[config.mk]
export PLATFORM = sky130hd
export DESIGN_NAME = msdap_output_receiver_flat
export DESIGN_NICKNAME = d
export VERILOG_FILES = /design/src/rtl/msdap_output_receiver_pkg.sv /design/src/rtl/msdap_output_receiver_if.sv /design/src/rtl/msdap_pair_fifo.sv /design/src/rtl/msdap_output_receiver.sv /design/src/flat_wrapper.sv
export SDC_FILE = /design/constraint.sdc
export NUM_CORES = 1
export LEC_CHECK = 0
export CAP_MARGIN = 20
export CORE_MARGIN = 3
export CORE_UTILIZATION = 56
export CTS_CLUSTER_DIAMETER = 40
export DETAILED_ROUTE_END_ITERATION = 8
export PLACE_DENSITY = 0.79
export SYNTH_ARGS = -nofsm -noshare
export SYNTH_HDL_FRONTEND = slang
export SYNTH_SLANG_ARGS = --single-unit
[constraint.sdc]
create_clock -name Sclk -period 3.8 [get_ports Sclk]
set_input_delay 0.76 -clock Sclk [delete_from_list [all_inputs] [get_ports Sclk]]
set_output_delay 0.76 -clock Sclk [all_outputs]
set_load 0.02 [all_outputs]
[src/rtl/msdap_output_receiver_pkg.sv]
// Shared constants and types for the MSDAP output receiver slice.
package msdap_output_receiver_pkg;

  localparam int unsigned WORD_W    = 40;
  localparam int unsigned CNT_W     = 16;
  localparam int unsigned BIT_CNT_W = $clog2(WORD_W);

  typedef enum logic {
    IDLE  = 1'b0,
    SHIFT = 1'b1
  } state_t;

  typedef struct packed {
    logic [WORD_W-1:0] l;
    logic [WORD_W-1:0] r;
  } pair_t;

endpackage

[src/rtl/msdap_output_receiver_if.sv]
// Serial input pins plus the sample-side handshake of the MSDAP receiver.
interface msdap_output_receiver_if;
  import msdap_output_receiver_pkg::*;

  logic              Frame;
  logic              OutReady;
  logic              OutputL;
  logic              OutputR;
  logic [WORD_W-1:0] sample_L;
  logic [WORD_W-1:0] sample_R;
  logic              sample_valid;
  logic              sample_ready;
  logic              frame_error;
  logic              overflow;
  logic [CNT_W-1:0]  sample_count;

  modport master (
    output Frame, OutReady, OutputL, OutputR, sample_ready,
    input  sample_L, sample_R, sample_valid, frame_error, overflow, sample_count
  );

  modport slave (
    input  Frame, OutReady, OutputL, OutputR, sample_ready,
    output sample_L, sample_R, sample_valid, frame_error, overflow, sample_count
  );

endinterface

[src/rtl/msdap_pair_fifo.sv]
// Two-entry {L,R} FIFO; entry 0 is always the head and empty slots hold zero.
module msdap_pair_fifo
  import msdap_output_receiver_pkg::*;
(
  input  logic  clk,
  input  logic  rst_n,
  input  logic  push,
  input  logic  pop,
  input  pair_t din,
  output pair_t head,
  output logic  valid,
  output logic  full,
  output logic  drop_c
);

  pair_t entry0, entry1;
  logic  occ0, occ1;
  logic  doPop;

  assign doPop  = pop & occ0;
  assign drop_c = push & occ1 & ~doPop;
  assign head   = entry0;
  assign valid  = occ0;
  assign full   = occ1;

  // Shift-style storage so the head register feeds the outputs directly.
  always_ff @(posedge clk or negedge rst_n) begin
    if (!rst_n) begin
      entry0 <= '0;
      entry1 <= '0;
      occ0   <= 1'b0;
      occ1   <= 1'b0;
    end else begin
      case ({push, doPop})
        2'b10: begin
          if (!occ0) begin
            entry0 <= din;
            occ0   <= 1'b1;
          end else if (!occ1) begin
            entry1 <= din;
            occ1   <= 1'b1;
          end
        end
        2'b01: begin
          entry0 <= entry1;
          occ0   <= occ1;
          entry1 <= '0;
          occ1   <= 1'b0;
        end
        2'b11: begin
          if (occ1) begin
            entry0 <= entry1;
            entry1 <= din;
          end else begin
            entry0 <= din;
          end
        end
        default: ;
      endcase
    end
  end

endmodule

[src/rtl/msdap_output_receiver.sv]
// Deserializes MSDAP OutputL/OutputR words and queues L/R pairs for the host.
module msdap_output_receiver
  import msdap_output_receiver_pkg::*;
(
  input  logic                    Sclk,
  input  logic                    Reset_n,
  msdap_output_receiver_if.slave  bus
);

  state_t                state, stateNext;
  logic [BIT_CNT_W-1:0]  bitCnt, bitCntNext;
  logic [WORD_W-1:0]     shiftL, shiftLNext;
  logic [WORD_W-1:0]     shiftR, shiftRNext;
  logic                  pushWord;
  logic                  frameErrNext;
  logic                  frameErr;
  logic                  overflowReg;
  logic [CNT_W-1:0]      pairCount;
  pair_t                 headPair;
  logic                  fifoValid;
  logic                  fifoFull;
  logic                  dropC;

  // State, bit counter and shift registers.
  always_ff @(posedge Sclk or negedge Reset_n) begin
    if (!Reset_n) begin
      state  <= IDLE;
      bitCnt <= '0;
      shiftL <= '0;
      shiftR <= '0;
    end else begin
      state  <= stateNext;
      bitCnt <= bitCntNext;
      shiftL <= shiftLNext;
      shiftR <= shiftRNext;
    end
  end

  // Framing FSM: start on Frame, shift WORD_W bits, discard on any framing fault.
  always_comb begin
    stateNext    = state;
    bitCntNext   = bitCnt;
    shiftLNext   = shiftL;
    shiftRNext   = shiftR;
    pushWord     = 1'b0;
    frameErrNext = 1'b0;
    case (state)
      IDLE: begin
        if (bus.Frame && bus.OutReady) begin
          shiftLNext = {(WORD_W-1)'(0), bus.OutputL};
          shiftRNext = {(WORD_W-1)'(0), bus.OutputR};
          bitCntNext = BIT_CNT_W'(1);
          stateNext  = SHIFT;
        end
      end
      SHIFT: begin
        if (!bus.OutReady) begin
          // OutReady loss wins over a coincident Frame.
          frameErrNext = 1'b1;
          shiftLNext   = '0;
          shiftRNext   = '0;
          bitCntNext   = '0;
          stateNext    = IDLE;
        end else if (bus.Frame) begin
          // Restart: this bit becomes the MSB of a new word.
          frameErrNext = 1'b1;
          shiftLNext   = {(WORD_W-1)'(0), bus.OutputL};
          shiftRNext   = {(WORD_W-1)'(0), bus.OutputR};
          bitCntNext   = BIT_CNT_W'(1);
        end else begin
          shiftLNext = {shiftL[WORD_W-2:0], bus.OutputL};
          shiftRNext = {shiftR[WORD_W-2:0], bus.OutputR};
          if (bitCnt == BIT_CNT_W'(WORD_W-1)) begin
            pushWord   = 1'b1;
            bitCntNext = '0;
            stateNext  = IDLE;
          end else begin
            bitCntNext = bitCnt + BIT_CNT_W'(1);
          end
        end
      end
      default: stateNext = IDLE;
    endcase
  end

  // Status flags: error pulse, sticky overflow, completed-pair counter.
  always_ff @(posedge Sclk or negedge Reset_n) begin
    if (!Reset_n) begin
      frameErr    <= 1'b0;
      overflowReg <= 1'b0;
      pairCount   <= '0;
    end else begin
      frameErr    <= frameErrNext;
      overflowReg <= overflowReg | dropC;
      if (pushWord) pairCount <= pairCount + CNT_W'(1);
    end
  end

  msdap_pair_fifo u_fifo (
    .clk    (Sclk),
    .rst_n  (Reset_n),
    .push   (pushWord),
    .pop    (bus.sample_ready),
    .din    ({shiftLNext, shiftRNext}),
    .head   (headPair),
    .valid  (fifoValid),
    .full   (fifoFull),
    .drop_c (dropC)
  );

  assign bus.sample_L     = headPair.l;
  assign bus.sample_R     = headPair.r;
  assign bus.sample_valid = fifoValid;
  assign bus.frame_error  = frameErr;
  assign bus.overflow     = overflowReg;
  assign bus.sample_count = pairCount;

  logic unusedFull;
  assign unusedFull = fifoFull;

endmodule

[src/flat_wrapper.sv]
// flat-port wrapper written by rule: the top's interface ports become plain ports
module msdap_output_receiver_flat import msdap_output_receiver_pkg::*;
  (Sclk, Reset_n, bus_Frame, bus_OutReady, bus_OutputL, bus_OutputR, bus_sample_ready, bus_sample_L, bus_sample_R, bus_sample_valid, bus_frame_error, bus_overflow, bus_sample_count);
  msdap_output_receiver_if bus_i ();
  input  logic Sclk;
  input  logic Reset_n;
  input wire logic [$bits(bus_i.Frame)-1:0] bus_Frame;
  input wire logic [$bits(bus_i.OutReady)-1:0] bus_OutReady;
  input wire logic [$bits(bus_i.OutputL)-1:0] bus_OutputL;
  input wire logic [$bits(bus_i.OutputR)-1:0] bus_OutputR;
  input wire logic [$bits(bus_i.sample_ready)-1:0] bus_sample_ready;
  output wire logic [$bits(bus_i.sample_L)-1:0] bus_sample_L;
  output wire logic [$bits(bus_i.sample_R)-1:0] bus_sample_R;
  output wire logic [$bits(bus_i.sample_valid)-1:0] bus_sample_valid;
  output wire logic [$bits(bus_i.frame_error)-1:0] bus_frame_error;
  output wire logic [$bits(bus_i.overflow)-1:0] bus_overflow;
  output wire logic [$bits(bus_i.sample_count)-1:0] bus_sample_count;
  assign bus_i.Frame = bus_Frame;
  assign bus_i.OutReady = bus_OutReady;
  assign bus_i.OutputL = bus_OutputL;
  assign bus_i.OutputR = bus_OutputR;
  assign bus_i.sample_ready = bus_sample_ready;
  assign bus_sample_L = bus_i.sample_L;
  assign bus_sample_R = bus_i.sample_R;
  assign bus_sample_valid = bus_i.sample_valid;
  assign bus_frame_error = bus_i.frame_error;
  assign bus_overflow = bus_i.overflow;
  assign bus_sample_count = bus_i.sample_count;
  msdap_output_receiver u_core (.Sclk(Sclk), .Reset_n(Reset_n), .bus(bus_i));
endmodule
[Yosys cells after proc, flatten, opt, wreduce, memory -nomap -nowiden]
Cells that the tools add are included.
Operators by class
  reductions and logical operators: 6
  multiplexer cells: 34
  bitwise logic cells: 6
  equal/unequal tests: 8
  add/sub/neg operators: 2
Operators with widths (number)
  one-hot mux 80 bit (3 select lines): 2
  2-to-1 mux 80 bit: 4
  2-to-1 mux 40 bit: 6
  one-hot mux 40 bit (2 select lines): 2
  2-to-1 mux 6 bit: 4
  adder 16 x 1 -> 16 bit (second input constant): 1
  2-to-1 mux 1 bit: 12
  one-hot mux 6 bit (2 select lines): 1
  adder 6 x 1 -> 6 bit (second input constant): 1
  equality test 6 bit (second input constant): 1
  inequality test 2 bit (second input constant): 3
  one-hot mux 1 bit (2 select lines): 3
  equality test 2 bit (second input constant): 2
  AND reduction 2 bit: 2
  bitwise AND 1 bit: 3
  AND reduction 3 bit: 1
  nonzero test 3 bit: 1
  equality test 2 x 1 -> 1 bit (second input constant): 1
  inequality test 2 x 1 -> 1 bit (second input constant): 1
  inverter 1 bit: 2
  nonzero test 2 bit: 1
  logical AND 1 bit: 1
  OR 1 bit: 1
Word-level totals
  input port bits: 7
  register bits after elaboration: 267

[Logic depth before layout (Yosys ltp)]
Gate-level depths: netlist of run 1.
  depth in word-level cells: 8
  depth in mapped cells: 11
  gate-level depth less buffers: 9

[Cells and area by module]
A second synthesis of run 1 with hierarchy kept.
Second synthesis, totals
  cell total of the unflattened synthesis: 858
  area, all modules: 10754.1 um2
Modules (own cells, without submodules)
  msdap_pair_fifo: cells an instance 570, area an instance 6764.0 um2, instances 1
  msdap_output_receiver: cells an instance 288, area an instance 3990.1 um2, instances 1

[Least setup slack after synthesis of run 1]
No wires, ideal clock.
  path kind: input to register
  from: input bus_OutReady
  to: register u_core.u_fifo.entry1[0] (netlist bit)
  required time: 3.679 ns
  stages: 10
  slack: 0.990 ns
  data arrival time: 2.689 ns
  cell sequence: and4b_1 nand2_1 clkinv_1 ha_1 or2_2 a21oi_1 o21bai_1 clkbuf_1 clkbuf_1 a22o_1
Between the ends
  elaborated cells between the ends (all ways): 17
  those cells by class: 5 x eq/ne; 9 x mux; 3 x reduce/logical
RTL lines
  from (decl): line flat_wrapper.sv:8  | input wire logic [$bits(bus_i.OutReady)-1:0] bus_OutReady;
  2-to-1 mux 1 bit *: line msdap_output_receiver.sv:57  | if (!bus.OutReady) begin
  2-to-1 mux 1 bit *: line msdap_output_receiver.sv:47  | case (state)
  net u_core.pushWord: line msdap_output_receiver.sv:14  | logic pushWord;
  equality test 2 bit / equality test 2 x 1 -> 1 bit (equally long branches): line msdap_pair_fifo.sv:34  | case ({push, doPop})
  inequality test 2 bit (no line) / nonzero test 3 bit (equally long branches)
  AND reduction 3 bit (no line)
  to (signal assigned): line msdap_pair_fifo.sv:40  | entry1 <= din;
  to (signal assigned): line msdap_pair_fifo.sv:53  | entry1 <= din;
  to (decl): line msdap_pair_fifo.sv:16  | pair_t entry0, entry1;
Mark *: on every way through the listed nets, which the timed path passes. The rest lies on a longest branch. The select of a mux whose other input is x is not followed.
A chain may end at the register's enable or synchronous reset.

[Final worst setup path of run 1]
  from: input bus_OutReady
  to: register u_core.u_fifo.entry0 (netlist bit u_core.u_fifo.head[37])
Between the ends
  word-level cells in the longest chain between the ends: 5
  elaborated cells between the ends (all ways): 15
  those cells by class: 4 x eq/ne; 8 x mux; 3 x reduce/logical
Ends and longest elaborated chain
  2-to-1 mux 1 bit *: line msdap_output_receiver.sv:57
  2-to-1 mux 1 bit *: line msdap_output_receiver.sv:47
  net u_core.pushWord: line msdap_output_receiver.sv:14
  equality test 2 bit / equality test 2 x 1 -> 1 bit (equally long branches): line msdap_pair_fifo.sv:34
  inequality test 2 bit (no line) / nonzero test 3 bit (equally long branches)
  AND reduction 2 bit (no line)
  to (signal assigned): line msdap_pair_fifo.sv:37  | entry0 <= din;
  to (signal assigned): line msdap_pair_fifo.sv:45  | entry0 <= entry1;
  to (signal assigned): line msdap_pair_fifo.sv:52  | entry0 <= entry1;
  to (decl): line msdap_pair_fifo.sv:16
Marks and branches as above.

==> results.md, run 1 <==
- Crit path max fanout: 55
- Area of the mapped netlist: around 0.010 sq mm
- Antenna viol nets, final: 0
- Pwr per Cell Area: between 400 and 500 mW/mm^2
- CP Class: in -> reg
- Die X: about 140 microns
- CP endpoint kind: flop
- CTS buffer count: 34
- Skew-Pair Late Insertion Delay: roughly 0.5 ns
- Sequential-to-total area share from yosys stat: between 60 and 70%
- Worst EP arrival: approximately 3.4 ns
- Root buffer cell: clkbuf_16
- Max clock buf depth: 3
- Period utilization: 78.7%
- Most common cell after layout, fill and taps aside: dfrtp_1
- Leak Pwr: approximately 6.0 nW
- H-Tree Depth: 2
- Critical path launch point type: input pin
- Cell taking the most area after synthesis: dfrtp_1
- Crit-path max cell delay: roughly 0.57 ns
- Vias: about 7500
- Post-CTS Setup Repair Bufs: 0
- Clock skew: between 0.01 and 0.015 ns
- Endpoints failing setup: 0
- Worst-path clk slew: 0.06 ns
- Fraction of layout cells with a size suffix above 1: a little under a tenth
- Boundary Pins: between 100 and 150
- Final Max Slew Viols: 0
- CP max-delay cell: nor2_4
- Post-synthesis cell type count: 38
- Finished Cell Area: approximately 0.013 sq mm
- Number of gates resized after cts: 0
- DRC viols: 0
- Final wirelength: 23800 microns
- Vias in the first global route: 7562
- Commonest non-fill, non-tap cells in the layout: 267 x dfrtp_1, 159 x a22o_1, 104 x clkdlybuf4s50_1
- Hold buffers post-CTS: 0
- ANT cells: 0
- NumNets Final: around 960
- Placed Cells: approximately 1100
- Maxcap violations: 0
- Core ar.: between 0.015 and 0.02 sq mm
- Clock sinks: about 270
- Syn_area_per_cell: 12.2 sq um
- Min cycle time layout: 2.99 ns
- Tot Pwr: ~6.5 mW
- Crit path top cell by count: a21oi_1
- Row count: 49
- Max_slew headroom: 51.9%
- Global Route Usage Sum: about a quarter
- Share of the synthesized area in the top cell type: between 60 and 70%
- Status: finished clean
- Die height: 143 microns
- Max Fclk: between 300 and 400 MHz
- Initial antenna violation count: 0
- Worst slew pin tran: 0.720 ns
- Area growth, synth to finish: 25.0%
- Hold WS: between 0.2 and 0.25 ns
- Syn Nets: approximately 870
- VDD IR max: ~0.3 mV
- Hpwl dp: around 13000 microns
- Synth Warn #: 0
- GPL Wtd Cong: just under 0.8
- DP Area: between 0.01 and 0.015 sq mm
- CP cell instances: clkdlybuf4s50_1, and4b_1, nand2_1, clkinv_1, ha_1, a21oi_1, nor2_4, buf_12, a22oi_1, a21oi_1
- Initial Util: between 50% and 60%
- Seq cells post-synth: between 200 and 300
- DR iter-0 viols: 610
- Congestion Overflow GR: 0
- Die area: between 0.02 and 0.025 sq mm
- Largest net degree at the start of global routing: 109
- Setup slack at placement: -0.115 ns
- Synth area leaders: dfrtp_1 64%, a22o_1 13%, a22oi_1 5.7%
- Worst hold path type: in -> async
- Required time worst endpoint: 4.20 ns
- Via density per instance: between 6 and 7
- DR WL/cell: 19.8 microns
- CTS tree: yes
- Post-Layout Cell Count: between 1000 and 1500
- RSZ-0062 raised after global routing: false
- Initial DRT Pass Iterations: 5
- Number of port buffers: about 110
- Syn Inst Count: roughly 850
- Final WS setup: slightly above 0.8 ns
- Final hold vios: 0
- First-pass GRT wire length: around 40000 microns
[flip-flops by register name, summed over array words and instances (netlist names)]
| name | count |
|---|---|
| u_core.bus.frame_error | 1 |
| u_core.bus.overflow | 1 |
| u_core.state | 1 |
| u_core.bitCnt | 6 |
| u_core.u_fifo.head | 80 |
| u_core.shiftL | 40 |
| u_core.u_fifo.valid | 1 |
| u_core.u_fifo.full | 1 |
| u_core.shiftR | 40 |
| u_core.u_fifo.entry1 | 80 |
| u_core.bus.sample_count | 16 |
[synthesized netlist by cell type]
library cell  instances
buf_1                 1
a21oi_1              86
clkinv_1              1
and3_1                4
nand4_1               8
clkbuf_1             39
a41oi_1               1
a31oi_1               5
inv_1                 8
a22oi_1              80
o22ai_1               1
buf_2                29
a21o_1                1
nor3_1                7
and4_1                2
nand4b_1              1
o21bai_1              1
nor2_1               88
a22o_1              159
or2_2                 2
a31o_2                1
ha_1                  6
dfrtp_1             267
nand2b_1              2
and3b_1               1
nand3_1               3
o41ai_4               1
and2_1                3
and4b_1               1
xnor2_1               8
clkbuf_2              1
buf_6                 2
xor2_1                8
nand2_1              17
o21ai_0               5
nor4bb_1              1
nand3b_1              1
a32o_1                2
[logic make-up (layout without fill, tap and decap cells)]
logic type	count (synthesis)	count (layout)	share of synthesized area [%]
DFF	267	267	64.0
adders and majority gates	6	6	0.719
xor gates and xnor gates	16	16	1.34
and+or+nand+nor	141	141	5.99
buffers and inverters	81	198	3.41
AOI/OAI and AO/OA	343	343	24.6
[critical path, delay by kind of cell]
kind | cells | cell delay (ns)
AOI/OAI and AO/OA | 3 | 0.51
adders and majority gates | 1 | 0.25
and+or+nand+nor | 3 | 0.89
buffers and inverters | 3 | 0.92
[layer usage]
metal,GRT usage [%],wire (microns)
met5,0,0
met3,5.31,1280
met2,37.2,11300
met4,6.75,477
met1,34.4,10700
[per-stage QoR]
stage	utilization, %	TNS (ns)
final	71.9	0
after global routing	71.9	0
after CTS	71.8	0
after detailed placement	64.9	-3.19
after global placement	64.9	-0.199
after floorplan	-	0
[worst paths after layout]
path                                                          from                                       to  slack [ns]  cells after the start
max in group asynchronous                                  Reset_n       u_core.u_fifo.head[31]$_DFFE_PN0P_        2.62                      2
min in group Sclk          u_core.bus.sample_count[15]$_DFFE_PN0P_  u_core.bus.sample_count[15]$_DFFE_PN0P_        0.47                      1
hold / removal                                             Reset_n   u_core.bus.sample_count[9]$_DFFE_PN0P_        0.23                      1
hold reg to reg            u_core.bus.sample_count[15]$_DFFE_PN0P_  u_core.bus.sample_count[15]$_DFFE_PN0P_        0.47                      1
setup reg to reg                            u_core.state$_DFF_PN0_       u_core.u_fifo.head[37]$_DFFE_PN0P_        0.87                      9
setup / recovery                                      bus_OutReady       u_core.u_fifo.head[37]$_DFFE_PN0P_        0.81                     10
[final cells by class]
cell class,instances,area [sq um]
clock buffer,42,975
multi-input combinational,506,3450
fill,1216,5090
sequential,267,6680
clock inverter,16,278
inverter,9,33.8
timing repair buffer,131,1350
tap,229,287
[where the power goes]
part           total [mW]  internal [mW]  switching [mW]
registers            2.86           2.85         0.00681
clock network        3.50           2.30            1.20
logic               0.137         0.0329           0.104
total                6.50           5.18            1.32
No activity file was read; power rests on OpenSTA's default activity.
==> run 2, diff against run 1 <==
==> constraint.sdc (replaced) <==
create_clock -name Sclk -period 2.9 [get_ports Sclk]
set_input_delay 0.58 -clock Sclk [delete_from_list [all_inputs] [get_ports Sclk]]
set_output_delay 0.58 -clock Sclk [all_outputs]
set_load 0.02 [all_outputs]
==> run 2 against run 1 <==
Largest power group unchanged; hold slack lost 0.17 ns; non-clock buffer count grew 1; count of clock-buffer cells in the layout grew 3.
==> results.md, run 2 (same netlist as run 1, synthesis figures left out) <==
- Status: finished clean
- Largest net degree at the start of global routing: 109 (unchanged)
- Final wirelength: 23500 microns (-1.1%)
- Row count: 49 (unchanged)
- RSZ-0062 raised after global routing: false
- Number of port buffers: 105 (unchanged)
- Clk pwr share: 53.0% (-0.9 points)
- Max_slew headroom: 57.8% (+5.9 points)
- CP endpoint kind: flop
- GPL Wtd Cong: 0.776 (-1.6%)
- Initial antenna violation count: 0 (unchanged)
- Worst hold path type: in -> async
- Antenna viol nets, final: 0 (unchanged)
- Leak Pwr: 6.01 nW (+0.50%)
- Reg-to-reg startpoint: u_core.bitCnt[0]$_DFFE_PN0P_
- Required time worst endpoint: 3.28 ns (-0.92 ns)
- Sw Share: 20.8% (+0.58 points)
- Boundary Pins: 106 (unchanged)
- Die area: 0.0203 sq mm (unchanged)
- Period utilization: 92.8%
- Endpoints failing setup: 0 (unchanged)
- Worst slew pin tran: 0.633 ns (-0.0870 ns)
- Die X: 143 microns (unchanged)
- Skew-Pair Late Insertion Delay: 0.52 ns (+0.02 ns)
- Min cycle time layout: about 2.7 ns
- Die height: 143 microns (unchanged)
- Initial Util: 57.6% (unchanged)
- Max clock buf depth: 3 (unchanged)
- Fraction of layout cells with a size suffix above 1: 9.45% (-0.13 points)
- Critical path launch point type: flop
- Crit path max fanout: 41 (-25%)
- Area growth, synth to finish: 25.6%
- Hpwl dp: 13300 microns (+0.35%)
- Internal Power: 6.62 mW (+28%)
- Final WS setup: 0.209 ns (-0.598 ns)
- Worst-path clk slew: 0.06 ns (about the same)
- CTS tree: yes
- Root buffer cell: clkbuf_16
- Hold WS: 0.0656 ns (-0.165 ns)
- ANT cells: 0 (unchanged)
- Final hold vios: 0 (unchanged)
- Congestion Overflow GR: 0 (unchanged)
- Critical R2R Capture: u_core.u_fifo.entry1[52]$_DFFE_PN0P_
- CTS buffer count: 34 (unchanged)
- Vias in the first global route: 7488 (-0.98%)
- Fillers: 1245 (+2.4%)
- Via density per instance: 6.20 (-0.77%)
- NumNets Final: 963 (+0.10%)
- Cells on worst reg2reg path: 10 (+1)
- Worst EP arrival: 3.08 ns (-0.32 ns)
- Setup slack at placement: -0.148 ns (-0.0338 ns)
- Initial DRT Pass Iterations: 5 (unchanged)
- DR iter-0 viols: 691 (+13%)
- Vias: 7462 (-0.52%)
- Flop pwr share: 44.8% (+0.8 points)
- R2R setup slack: 0.21 ns (-0.66 ns)
- Clock skew: 0.0251 ns (+0.0137 ns)
- Maxcap violations: 0 (unchanged)
- Core ar.: 0.0181 sq mm (unchanged)
- CP Class: reg -> reg
- First-pass GRT wire length: 39300 microns (-0.56%)
- Commonest non-fill, non-tap cells in the layout: 267 x dfrtp_1, 159 x a22o_1, 104 x clkdlybuf4s50_1
- Clock sinks: 267 (unchanged)
- Number of gates resized after cts: 0 (unchanged)
- Final Max Slew Viols: 0 (unchanged)
- Max Fclk: ~370 MHz
- Combinational group share of total power: 2.2% (about the same)
- Switching pwr: 1.74 mW (+32%)
- Finished Cell Area: 0.0131 sq mm (+0.49%)
- Tot Pwr: 8.36 mW (+29%)
- Pwr per Cell Area: 637 mW/mm^2 (+28%)
- Global Route Usage Sum: 23.6% (-0.28 points)
- Most common cell after layout, fill and taps aside: dfrtp_1
- Post-CTS Setup Repair Bufs: 0 (unchanged)
- DR WL/cell: 19.6 microns (-1.3%)
- H-Tree Depth: 2 (unchanged)
- Hold buffers post-CTS: 0 (unchanged)
- DRC viols: 0 (unchanged)
- DP Area: 0.0119 sq mm (+1.2%)
- Setup TNS: 0 ns (unchanged)
- VDD IR max: 0.427 mV (+39%)
-- run 2: worst max-delay path, cell delays in order, from the launching register on --
cell      delay [ns]
dfrtp_1         0.40
ha_1            0.27
and4b_1         0.23
nand2_1         0.09
clkinv_1        0.12
ha_1            0.30
and3_1          0.20
o21ai_0         0.32
a21oi_4         0.17
buf_12          0.21
a22o_1          0.26
-- run 2: layout make-up --
cell class / count / area, sq um / share of cell area, %
multi-input cells: 506 / 3450 / 26.3
clock inverters: 15 / 254 / 1.94
repair buffers: 132 / 1470 / 11.2
clock buffers: 45 / 942 / 7.18
well taps: 229 / 287 / 2.18
flip-flops and latches: 267 / 6680 / 50.9
inverters: 9 / 33.8 / 0.257
-- run 2: power groups by stage --
| stage | clock network [mW] | registers [mW] | logic, mW |
|---|---|---|---|
| detailed placement | 0 | 3.81 | 0.188 |
| floorplan | 0 | 3.81 | 0.0638 |
| finish | 4.43 | 3.75 | 0.184 |
| CTS | 4.50 | 3.75 | 0.189 |
| global route | 4.68 | 3.74 | 0.209 |
| global placement | 0 | 3.81 | 0.187 |
-- run 2: how the worst max path moves through the flow --
stage / startpoint / end / slack (ns) / cells past startpoint
2_1_floorplan: u_core.bitCnt[0]$_DFFE_PN0P_ / u_core.u_fifo.entry1[0]$_DFFE_PN0P_ / 0.24 / 11
3_3_place_gp: bus_Frame / u_core.u_fifo.entry1[35]$_DFFE_PN0P_ / -0.09 / 10
3_5_place_dp: bus_Frame / u_core.u_fifo.entry1[48]$_DFFE_PN0P_ / -0.15 / 10
4_1_cts: u_core.bitCnt[0]$_DFFE_PN0P_ / u_core.u_fifo.entry1[52]$_DFFE_PN0P_ / 0.22 / 10
5_1_grt: u_core.bitCnt[0]$_DFFE_PN0P_ / u_core.u_fifo.entry1[70]$_DFFE_PN0P_ / 0.07 / 10
6_report: u_core.bitCnt[0]$_DFFE_PN0P_ / u_core.u_fifo.entry1[52]$_DFFE_PN0P_ / 0.21 / 10
-- run 2: per-stage QoR --
| stage | instances | utilization [%] |
|---|---|---|
| after floorplan | 854 | - |
| after global placement | 1143 | 65.7 |
| after detailed placement | 1143 | 65.7 |
| after CTS | 1203 | 72.3 |
| after global routing | 1203 | 72.3 |
| final | 1203 | 72.3 |
-- run 2: per-layer routing --
| layer | GRT usage (%) | routed length, microns | up-vias |
|---|---|---|---|
| met5 | 0 | 0 | - |
| met4 | 6.85 | 442 | 0 |
| met3 | 4.13 | 1140 | 38 |
| met2 | 36.8 | 11400 | 224 |
| met1 | 34.6 | 10600 | 3822 |
| li1 | - | - | 3378 |
==> run 3, diff against run 2 <==
--- a/config.mk
+++ b/config.mk
@@ -6,7 +6,7 @@
 export NUM_CORES = 1
 export LEC_CHECK = 0
 export CAP_MARGIN = 20
-export CORE_MARGIN = 3
+export CORE_MARGIN = 10
 export CORE_UTILIZATION = 56
 export CTS_CLUSTER_DIAMETER = 40
 export DETAILED_ROUTE_END_ITERATION = 8
==> run 3 against run 2 <==
Register-to-register slack gained 0.11 ns; critical path depth unchanged; power shrank 6.6%; the run now ends with hold timing left; clock skew shrank 0.013 ns; utilization is 0.41 points lower; via count rose by 0.40%; sequential power about the same; final area shrank 0.56%; fmax grew 4.1%; sequential share of layout area grew 0.29 points.
==> results.md, run 3 (same netlist as run 1, synthesis figures left out) <==
- Most common cell after layout, fill and taps aside: dfrtp_1
- Max_slew headroom: 55.8% (-2.0 points)
- Max Fclk: 387 MHz (+4.1%)
- Vias in the first global route: 7585 (+1.3%)
- Initial Util: 57.6% (unchanged)
- Endpoints failing setup: 0 (unchanged)
- Initial antenna violation count: 0 (unchanged)
- Global Route met2 Usage: 31.6% (-5.2 points)
- DR WL/cell: 20.2 microns (+3.0%)
- Placed Cells: 1154 (+0.96%)
- Required time worst endpoint: 3.32 ns (+0.04 ns)
- Reg-to-reg startpoint: u_core.bitCnt[0]$_DFFE_PN0P_
- Final wirelength: 24400 microns (+3.5%)
- Largest net degree at the start of global routing: 121 (+11%)
- VDD IR max: 0.559 mV (+31%)
- Root buffer cell: clkbuf_16
- Number of port buffers: 105 (unchanged)
- ANT cells: 0 (unchanged)
- Global-route met3 utilization: 4.55% (+0.42 points)
- Fillers: 1278 (+2.7%)
- Status: complete, but fails checks
- Crit path max fanout: 9 (-78%)
- Boundary Pins: 106 (unchanged)
- Fraction of layout cells with a size suffix above 1: 10.2% (+0.76 points)
- Post-CTS Setup Repair Bufs: 0 (unchanged)
- Setup TNS: 0 ns (unchanged)
- Critical R2R Capture: u_core.u_fifo.entry1[15]$_DFFE_PN0P_
- CP cell instances: ha_1, and4b_1, nand2_1, clkinv_1, ha_1, or2_2, a21oi_1, o21bai_4, buf_4, a22o_1
- Congestion Overflow GR: 0 (unchanged)
- Via density per instance: 6.20 (about the same)
- Initial DRT Pass Iterations: 5 (unchanged)
- R2R setup slack: 0.32 ns (+0.11 ns)
- Global Route Usage Sum: 19.7% (-3.9 points)
- CP endpoint kind: flop
- Hold buffers post-CTS: 0 (unchanged)
- GPL Wtd Cong: 0.762 (-1.8%)
- Antenna viol nets, final: 0 (unchanged)
- DR iter-0 viols: 560 (-19%)
- Die X: 157 microns (+9.8%)
- Max clock buf depth: 3 (unchanged)
- Commonest non-fill, non-tap cells in the layout: 267 x dfrtp_1, 159 x a22o_1, 104 x clkdlybuf4s50_1
- Die area: 0.0245 sq mm (+21%)
- Number of gates resized after cts: 0 (unchanged)
- Pwr per Cell Area: 599 mW/mm^2 (-6.0%)
- Worst EP arrival: 3.01 ns (-0.07 ns)
- Utilization after layout: 71.9% (-0.41 points)
- Worst Path Buf+Inv: 2 (unchanged)
- Min cycle time layout: 2.58 ns (-0.107 ns)
- Final hold vios: 4 (+4)
- Hold WS: -0.0151 ns (-0.0807 ns)
- Most used routing layer: met2
- Crit-path leading delay family: simple AND/OR/NAND/NOR gates
- Maxcap violations: 0 (unchanged)
- Post-Layout Cell Count: 1209 (+0.50%)
- Worst-path clk slew: 0.06 ns (about the same)
- Critical path launch point type: flop
- Crit-path max cell delay: 0.39 ns (about the same)
- Row count: 49 (unchanged)
- NumNets Final: 971 (+0.83%)
- RSZ-0062 raised after global routing: false
- CTS buffer count: 31 (-8.8%)
- Cells on worst reg2reg path: 10 (unchanged)
- H-Tree Depth: 1 (-1)
- Tot Pwr: 7.82 mW (-6.6%)
- CTS tree: yes
- Final Max Slew Viols: 0 (unchanged)
- Area growth, synth to finish: 24.9%
- Crit path top cell by count: ha_1
- CP max-delay cell: dfrtp_1
- Period utilization: 89.1% (-3.7 points)
- Clock skew: 0.0118 ns (-0.0133 ns)
- Leak Pwr: 5.98 nW (-0.48%)
- Core ar.: 0.0181 sq mm (unchanged)
- CP Class: reg -> reg
- Skew-Pair Late Insertion Delay: 0.54 ns (+0.02 ns)
- Die height: 157 microns (+9.8%)
- Worst hold path type: in -> async
- Vias: 7492 (+0.40%)
- Worst slew pin tran: 0.663 ns (+0.0293 ns)
- Failing checks: hold timing
- Clock sinks: 267 (unchanged)
- DRC viols: 0 (unchanged)
- Hpwl dp: 14800 microns (+11%)
- First-pass GRT wire length: 40100 microns (+2.0%)
- Met1 GRT Util: 26.6% (-8.0 points)
## run 3: cell count changes in the layout (fill, tap and decap cells not counted), moves of 2 or more
cell and change:
clkinv_4 +2, inv_6 -2, clkbuf_1 -2, clkinvlp_4 +3, clkbuf_16 -3, bufinv_16 -3
buf_4 +12
## run 3: power breakdown
group	total, mW	internal (mW)	switching (mW)
clock network	3.88	2.38	1.50
registers	3.75	3.74	0.00883
logic	0.187	0.0478	0.139
## run 3: cell type report
class	count	area, sq um	area share, %
sequential	267	6680	51.2
timing repair buffer	143	1540	11.8
multi-input combinational	506	3460	26.5
clock inverter	14	170	1.30
clock buffer	41	873	6.69
inverter	9	33.8	0.259
tap	229	287	2.20
## run 3: worst max-delay path by stage
stage | startpoint | endpoint | slack [ns] | cells past startpoint
floorplan | u_core.bitCnt[0]$_DFFE_PN0P_ | u_core.u_fifo.entry1[0]$_DFFE_PN0P_ | 0.24 | 11
global placement | bus_Frame | u_core.u_fifo.head[75]$_DFFE_PN0P_ | 0.02 | 10
detailed placement | bus_Frame | u_core.u_fifo.entry1[15]$_DFFE_PN0P_ | -0.07 | 10
CTS | u_core.bitCnt[0]$_DFFE_PN0P_ | u_core.u_fifo.entry1[77]$_DFFE_PN0P_ | 0.30 | 10
global route | u_core.bitCnt[0]$_DFFE_PN0P_ | u_core.u_fifo.entry1[15]$_DFFE_PN0P_ | 0.11 | 10
finish | u_core.bitCnt[0]$_DFFE_PN0P_ | u_core.u_fifo.entry1[15]$_DFFE_PN0P_ | 0.32 | 10
## run 3: per-layer routing
layer / wire length [microns] / share of wire (%) / vias to the layer above
li1: - / - / 3409
met1: 10600 / 43 / 3804
met2: 11800 / 48 / 247
met3: 1590 / 6.5 / 32
met4: 437 / 1.8 / 0
met5: 0 / 0 / -
## run 3: per-stage QoR
| stage | instance area [sq um] | worst slack, ns | hold WS, ns |
|---|---|---|---|
| 2_1_floorplan | 10400 | 0.237 | 0.284 |
| 3_3_place_gp | 12000 | 0.0171 | 0.453 |
| 3_5_place_dp | 12000 | -0.0667 | 0.460 |
| 4_1_cts | 13000 | 0.303 | 0.0456 |
| 5_1_grt | 13000 | 0.113 | 0.0482 |
| 6_report | 13000 | 0.316 | -0.0151 |
